===== src/rtl/recv_ctrl_pkg.sv =====
// Shared constants for the receiver controller: default history depth,
// pointer/count width helpers and the idle value shown on disp_data.
package recv_ctrl_pkg;

    localparam int DEPTH_DEFAULT = 8;

    function automatic int ptr_width(input int depth);
        return (depth > 1) ? $clog2(depth) : 1;
    endfunction

    function automatic int cnt_width(input int depth);
        return ptr_width(depth) + 1;
    endfunction

    localparam int PTR_W_DEFAULT = ptr_width(DEPTH_DEFAULT);
    localparam int CNT_W_DEFAULT = cnt_width(DEPTH_DEFAULT);

    localparam logic [7:0] DISP_RESET = 8'h00;

endpackage


===== src/rtl/btn_edge.sv =====
// Rising-edge detector for a pre-debounced button level: one press pulse
// per low-to-high transition, based on a registered copy of the level.
module btn_edge (
    input  logic clk,
    input  logic rst,
    input  logic level,
    output logic press
);

    logic prev;

    always_ff @(posedge clk) begin
        if (rst) prev <= 1'b0;
        else     prev <= level;
    end

    assign press = level & ~prev;

endmodule


===== src/rtl/receiver_controller.sv =====
// Receive history buffer with button browsing and sticky status flags.
// Optional byte echo to the transmitter when RECV_ECHO_EN is defined.
module receiver_controller
    import recv_ctrl_pkg::*;
#(
    parameter int DEPTH = DEPTH_DEFAULT
) (
    input  logic                          clk,
    input  logic                          rst,
    input  logic [7:0]                    recv_data,
    input  logic                          recv_valid,
    input  logic                          recv_err,
    input  logic                          s3,
    input  logic                          s0,
    input  logic                          s2,
    input  logic                          s1,
    output logic [7:0]                    disp_data,
    output logic [ptr_width(DEPTH)-1:0]   disp_index,
    output logic [cnt_width(DEPTH)-1:0]   count,
    output logic                          new_flag,
    output logic                          overflow,
    output logic                          err_flag,
    output logic [7:0]                    echo_data,
    output logic                          echo_enable
);

    localparam int PW = ptr_width(DEPTH);
    localparam int CW = cnt_width(DEPTH);

    logic [7:0]    mem [DEPTH];
    logic [PW-1:0] wr_ptr;
    logic [PW-1:0] wr_idx;
    logic [PW-1:0] rd_idx;

    logic [PW-1:0] wr_nx, view_nx;
    logic [CW-1:0] cnt_nx;
    logic          new_nx, ovf_nx, err_nx;

    logic p_older, p_newer, p_ack, p_clr;
    logic accept;

    btn_edge u_s3 (.clk(clk), .rst(rst), .level(s3), .press(p_older));
    btn_edge u_s0 (.clk(clk), .rst(rst), .level(s0), .press(p_newer));
    btn_edge u_s2 (.clk(clk), .rst(rst), .level(s2), .press(p_ack));
    btn_edge u_s1 (.clk(clk), .rst(rst), .level(s1), .press(p_clr));

    assign accept = recv_valid & ~recv_err;

    // Button actions first, then the received byte on top of that result,
    // so a write coinciding with clear/acknowledge lands after it.
    always_comb begin
        wr_nx   = wr_ptr;
        view_nx = disp_index;
        cnt_nx  = count;
        new_nx  = new_flag;
        ovf_nx  = overflow;
        err_nx  = err_flag;

        if (p_clr) begin
            wr_nx   = '0;
            view_nx = '0;
            cnt_nx  = '0;
            new_nx  = 1'b0;
            ovf_nx  = 1'b0;
            err_nx  = 1'b0;
        end else if (p_ack) begin
            view_nx = '0;
            new_nx  = 1'b0;
            ovf_nx  = 1'b0;
            err_nx  = 1'b0;
        end else begin
            if (p_older && !p_newer && (({1'b0, disp_index} + CW'(1)) < count))
                view_nx = disp_index + PW'(1);
            if (p_newer && !p_older && (disp_index != '0))
                view_nx = disp_index - PW'(1);
        end

        wr_idx = wr_nx;

        if (recv_valid && recv_err)
            err_nx = 1'b1;

        if (accept) begin
            wr_nx  = wr_nx + PW'(1);
            new_nx = 1'b1;
            if (cnt_nx == CW'(DEPTH)) ovf_nx = 1'b1;
            else                      cnt_nx = cnt_nx + CW'(1);
            if ((view_nx != '0) && (view_nx != PW'(DEPTH - 1)))
                view_nx = view_nx + PW'(1);
        end
    end

    always_ff @(posedge clk) begin
        if (rst) begin
            wr_ptr     <= '0;
            disp_index <= '0;
            count      <= '0;
            new_flag   <= 1'b0;
            overflow   <= 1'b0;
            err_flag   <= 1'b0;
        end else begin
            wr_ptr     <= wr_nx;
            disp_index <= view_nx;
            count      <= cnt_nx;
            new_flag   <= new_nx;
            overflow   <= ovf_nx;
            err_flag   <= err_nx;
        end
    end

    always_ff @(posedge clk) begin
        if (!rst && accept)
            mem[wr_idx] <= recv_data;
    end

    assign rd_idx    = wr_ptr - PW'(1) - disp_index;
    assign disp_data = (count == '0) ? DISP_RESET : mem[rd_idx];

`ifdef RECV_ECHO_EN
    always_ff @(posedge clk) begin
        if (rst) begin
            echo_data   <= 8'h00;
            echo_enable <= 1'b0;
        end else begin
            echo_enable <= accept;
            if (accept)
                echo_data <= recv_data;
        end
    end
`else
    assign echo_data   = 8'h00;
    assign echo_enable = 1'b0;
`endif

endmodule


===== config.mk =====
export PLATFORM = sky130hd
export DESIGN_NAME = receiver_controller
export DESIGN_NICKNAME = d
export VERILOG_FILES = /design/src/rtl/recv_ctrl_pkg.sv /design/src/rtl/btn_edge.sv /design/src/rtl/receiver_controller.sv
export SDC_FILE = /design/constraint.sdc
export NUM_CORES = 1
export LEC_CHECK = 0
export BUFFER_PORTS_ARGS = -buffer_cell sky130_fd_sc_hd__buf_2
export CORE_ASPECT_RATIO = 1.5
export CORE_UTILIZATION = 25
export DETAILED_ROUTE_END_ITERATION = 10
export GPL_TIMING_DRIVEN = 0
export PLACE_DENSITY = 0.39
export SLEW_MARGIN = 10
export SYNTH_ARGS = -nofsm -noshare
export SYNTH_HDL_FRONTEND = slang
export SYNTH_SLANG_ARGS = --single-unit
export TNS_END_PERCENT = 30

===== constraint.sdc =====
create_clock -name clk -period 4.4 [get_ports clk]
set_clock_uncertainty 0.05 [all_clocks]
set_input_delay 0.22 -clock clk [delete_from_list [all_inputs] [get_ports clk]]
set_output_delay 0.22 -clock clk [all_outputs]
set_load 0.005 [all_outputs]

* After elaboration in Yosys (flattened, before gate mapping)
Memories as Yosys holds them, arrays and structs flattened. Index checks and enable logic that the tools add are counted. Widths: inputs -> output; s select.
Cells by class: order comparisons 1, reduce and logical (&&, ||, !) cells 15, $add $sub $neg 8, bitwise operators 10, eq/ne operators 2, muxes and demuxes 22
Operators with widths (number):
- $mux 3 | 8
- $mux 4 | 3
- $reduce_bool 3->1 | 4
- $mux 1 | 10
- $add 3x1->3 const B | 3
- $mux 8 | 1
- $logic_and 1x1->1 | 7
- $sub 3x1->3 const B | 2
- $and 1x1->1 | 5
- $not 1->1 | 5
- $add 3x1->4 const B | 1
- $add 4x1->4 const B | 1
- $eq 4x4->1 const B | 1
- $logic_not 4->1 | 1
- $lt 4x4->1 | 1
- $logic_not 1->1 | 3
- $ne 3x3->1 const B | 1
- $sub 3x3->3 | 1
Word-level totals: memories kept 1, register bits 17, memory bits (writable) 64, output and inout port bits 27, input port bits 16
Memories:
- mem | words 8, width 8, rd ports 1, clocked after memory_dff 0, write ports 1, RTL line receiver_controller.sv:30 | logic [7:0] mem [DEPTH];

* Longest topological paths before layout
depth in word-level cells 13, mapped depth 16, mapped depth without buffers 16

* Modules after synthesis
From an unflattened synthesis, not the netlist that was laid out.
Second synthesis, totals: cells, all modules 257, area, all modules 3756.1 um2
Modules (own cells, without submodules):
- receiver_controller | cells an instance 245, instances 1, seq. area each 2182.1 um2, area an instance 3565.9 um2
- btn_edge | cells an instance 3, instances 4, seq. area each 20.0 um2, area an instance 47.5 um2

* Worst setup path before layout
No wires, ideal clock.
kind flip-flop to flip-flop, start point reg disp_index[0], end point reg disp_index[0], path slack 0.909 ns, setup time 0.130 ns, data required time 4.220 ns, cell stages (with the launch flop) 16, data arrival time 3.311 ns, path through dfxtp_1 inv_1 ha_1 ha_1 a21boi_1 o211ai_1 nand2_1 a41oi_1 inv_1 ha_1 or3b_1 nor3_2 or4b_1 nand3_2 o21ai_0 nor3b_2
Between the ends: cells in the longest elaborated chain, start to end 11, elaborated cells on any way between the ends 17, those cells by class add/sub: 4; order compare: 1; eq/ne: 1; mux: 6; reduce/logical: 5
Ends and longest elaborated chain:
- start: declaration | RTL line receiver_controller.sv:18 | output logic [ptr_width(DEPTH)-1:0] disp_index,
- start signal: assignment | RTL line receiver_controller.sv:103 | disp_index <= view_nx;
- $add 3x1->4 | RTL line receiver_controller.sv:72 | if (p_older && !p_newer && (({1'b0, disp_index} + CW'(1)) < count))
- $lt 4x4->1 | RTL line receiver_controller.sv:72
- $logic_and 1x1->1 | RTL line receiver_controller.sv:72
- $mux 3 | RTL line receiver_controller.sv:72
- $mux 3 * | RTL line receiver_controller.sv:74 | if (p_newer && !p_older && (disp_index != '0))
- $mux 3 * | RTL line receiver_controller.sv:66 | end else if (p_ack) begin
- $mux 3 * | RTL line receiver_controller.sv:59 | if (p_clr) begin
- parallel branches: the longest is 3 deep, another holds $add 3x1->3
- $mux 3 * | RTL line receiver_controller.sv:83 | if (accept) begin
Mark *: on every way between the ends. A chain may end at the register's enable or synchronous reset.

* Worst setup path after layout
Ends and elaborated chain as after synthesis.

==> run_results.csv <==
group,metric,value,unit
timing,clock.fmax,252,MHz
yosys,yosysWarnings,0,
finish,area_delta_synth_final,19.1,%
floorplanning,die_h,152,µm
timing,period_share,90.1,%
floorplanning,rows,54,
timing,finalHoldViolCount,0,
clock_tree,hold_buffers,0,
worst_setup_path,slowest_delay,0.47,ns
placement,globalplace.congestion,0.720,
power,cellPowerDensity,360,nW/µm²
finish,n_antenna_cell,0,
worst_setup_path,worstSetupEndpointType,"flip-flop",
outcome,status,"finished, final reports clean",
floorplanning,die_x,102,µm
placement,dp_hpwl,5790,µm
clock_tree,cts_tree,"built",
clock_tree,cts-htree-levels,3,
worst_setup_path,crit_chain,"inv_1, ha_1, ha_1, a21boi_1, o211ai_1, nand2_1, a41oi_1, inv_1, ha_1, or3b_1, nor3_2, or4b_1, nand3_2, o21ai_0, nor3b_2",
global_route,grt_usage,11.6,%
worst_setup_path,cp.required,4.54,ns
worst_setup_path,worstReg2RegStart,"disp_index[0]",
worst_setup_path,worst-path-buf-inv,2,
finish,drive_gt1_share,25.7,%
finish,instances_no_fill,523,
worst_setup_path,rr_endpoint,"disp_index[0]",
timing,finalCriticalPeriod,3.96,ns
worst_hold_path,hold_path_depth,2,
timing,rsz0062_at_grt,"false",
timing,slew_viol_final,0,
clock_tree,numCtsBuffers,9,
yosys,async_flop_share,0,%
yosys,ys.flop_type,"edfxtp_1",
yosys,ys_seq_area_share,60.1,%
worst_setup_path,slowest_stage,"or4b_1",
placement,place_area,4230,µm²
worst_setup_path,cp_max_fo,6,
detailed_routing,wirelength,8480,µm
finish,fill_cells,1515,
power,peakVddDrop,0.148,mV
timing,relSlewSlack,24.4,%
detailed_routing,dr.pass1.iters,4,
power,leakagePower,1.63,nW
worst_setup_path,cp_common_cell,"ha_1",
yosys,avgSynthCellArea,14.0,µm²
detailed_routing,via_count,2272,
clock_tree,root_buffer,"clkbuf_16",
worst_setup_path,critPathKind,"flip-flop to flip-flop",
yosys,synth_edf_count,64,
placement,portBuffers,33,
global_route,grt_pass1_vias,2256,
global_route,grt_pass1_wl,13000,µm
floorplanning,core_area,14700,µm²
detailed_routing,post-route-drc-count,0,
yosys,syn_area,3770,µm²
worst_hold_path,hold_path.class,"input port to flip-flop",
worst_setup_path,ff2ff_path_depth,15,
clock_tree,clk_pin_slew,0.06,ns
detailed_routing,detail-route-antenna-nets,0,
timing,setup_tns,0,ns
detailed_routing,dr.first_iter.drc_count,111,
clock_tree,cts_setup_buffers,0,
finish,final_area,4490,µm²
worst_setup_path,critical-path-top-delay-family,"simple AND/OR/NAND/NOR gates",
global_route,overflow,0,
worst_setup_path,arrival,4.11,ns
global_route,antenna_found_initial,0,
clock_tree,clock_latency,0.33,ns
power,finalPower,1.62,mW
worst_hold_path,min_to,"u_s2.prev",
yosys,netlist_instances,269,
timing,worst_slew_pin_slew,1.13,ns
floorplanning,ios,43,
clock_tree,cts_max_path_buffers,2,
floorplanning,dieArea,15600,µm²
clock_tree,cts_resized,0,
clock_tree,cts.sinks,81,
global_route,grt_max_degree,13,
worst_setup_path,crit_start,"disp_index[0]",
yosys,synth_seq_cells,81,
detailed_routing,via_per_inst,4.34,
worst_hold_path,min-delay-start,"s2",
detailed_routing,wire_per_inst,16.2,µm
finish,fin_nets,352,
run,cap_viol_max_count,0,
floorplanning,start_util,25.7,%
worst_setup_path,r2r_slack,0.44,ns
placement,dp.cells,508,
worst_setup_path,critPathLaunchType,"flip-flop",
timing,setup_viol,0,
yosys,synth.distinct_cells,50,
registers in the layout, indices dropped and copies added (netlist names), 3 cells and up:
name and count:
wr_ptr 3, count 4, mem 64, disp_index 3
cells in the mapped netlist (all sizes together), types with 2 or more instances:
library cell,n,area share (%)
edfxtp,64,51
nor2,26,2.7
nand2,19,1.9
dfxtp,17,9.0
mux4,16,9.6
buf,14,2.4
ha,12,4.0
inv,12,1.2
mux2i,10,3.0
nor2b,9,1.5
a21oi,7,0.93
nor3,6,0.93
clkbuf,5,0.50
nand4,5,0.83
xnor2,5,1.7
nand2b,4,0.66
o21ai,4,0.53
and3,3,0.50
nor3b,3,0.73
xor2,3,0.90
a22oi,2,0.40
nand3,2,0.40
nor4,2,0.33
o211ai,2,0.40
or3b,2,0.47
per-layer routing:
layer | wire length, µm | GRT usage (%)
met3 | 258 | 2.57
met1 | 3800 | 14.5
met2 | 4320 | 19.4
met4 | 94 | 4.08
met5 | 0 | 0
metrics by stage:
step	hold slack [ns]	setup slack (ns)	util, %
final	0.0621	0.437	30.6
after CTS	0.0512	0.364	30.6
after detailed placement	0.401	0.389	28.9
after floorplan	0.269	0.909	-
after global routing	0.0723	0.140	30.6
after global placement	0.396	0.384	28.7
report_power, final:
group	internal (mW)	leakage, nW	switching [mW]
combinational	0.0565	0.798	0.0683
sequential	0.832	0.715	0.00419
clock	0.372	0.121	0.282
worst max-delay path by stage:
stage | to | slack (ns) | depth (start not counted)
after floorplan | disp_index[0] | 0.91 | 15
final | disp_index[0] | 0.44 | 15
after detailed placement | disp_index[0] | 0.39 | 15
after global routing | disp_index[0] | 0.14 | 15
after CTS | disp_index[0] | 0.36 | 15
after global placement | disp_index[0] | 0.38 | 15
cells in the final DEF, fill, tap and decap left out, types with 2 or more instances in the layout:
cell       count
nand2_1       19
buf_4         11
edfxtp_1      64
clkbuf_1       6
o21ai_0        2
xnor2_1        4
a22oi_1        2
nor3b_1        2
ha_1          12
clkinv_1       3
a21oi_1        7
o211ai_1       2
and3_1         3
dfxtp_1       17
clkbuf_16      9
o21ai_1        2
mux2i_1        9
nor3_1         4
buf_2         37
mux4_2        16
nand2b_1       4
nor2_1        25
conb_1         9
or3b_1         2
nor3_2         2
inv_1         12
xor2_1         2
nand4_1        5
nor2b_1        9
logic make-up after synthesis:
| family | after synthesis | share of synthesized area, % |
|---|---|---|
| compound gates | 22 | 3.82 |
| xor+xnor | 8 | 2.56 |
| fa+ha+maj | 13 | 4.52 |
| buf+inv | 31 | 4.12 |
| flops | 81 | 60.1 |
| mux | 26 | 12.6 |
| other cells | 1 | 0.0996 |
| simple gates | 87 | 12.3 |
cell type report:
| class | count | area (µm²) | area share (%) |
|---|---|---|---|
| Multi-Input combinational cell | 165 | 1390 | 31.0 |
| Tap cell | 196 | 245 | 5.47 |
| Buffer | 19 | 110 | 2.45 |
| Sequential cell | 81 | 2260 | 50.4 |
| Clock inverter | 5 | 23.8 | 0.530 |
| Inverter | 12 | 45.0 | 1.00 |
| Timing Repair Buffer | 35 | 180 | 4.02 |
| Clock buffer | 10 | 229 | 5.10 |
worst reg2reg max path, stage by stage, from the launching register on:
cell and delay, ns:
dfxtp_1 0.45, inv_1 0.15, ha_1 0.38, ha_1 0.28, a21boi_1 0.14, o211ai_1 0.23, nand2_1 0.10, a41oi_1 0.35
inv_1 0.09, ha_1 0.22, or3b_1 0.40, nor3_2 0.19, or4b_1 0.48, nand3_2 0.11, o21ai_0 0.07, nor3b_2 0.15
(Power assumes the default switching activity.)
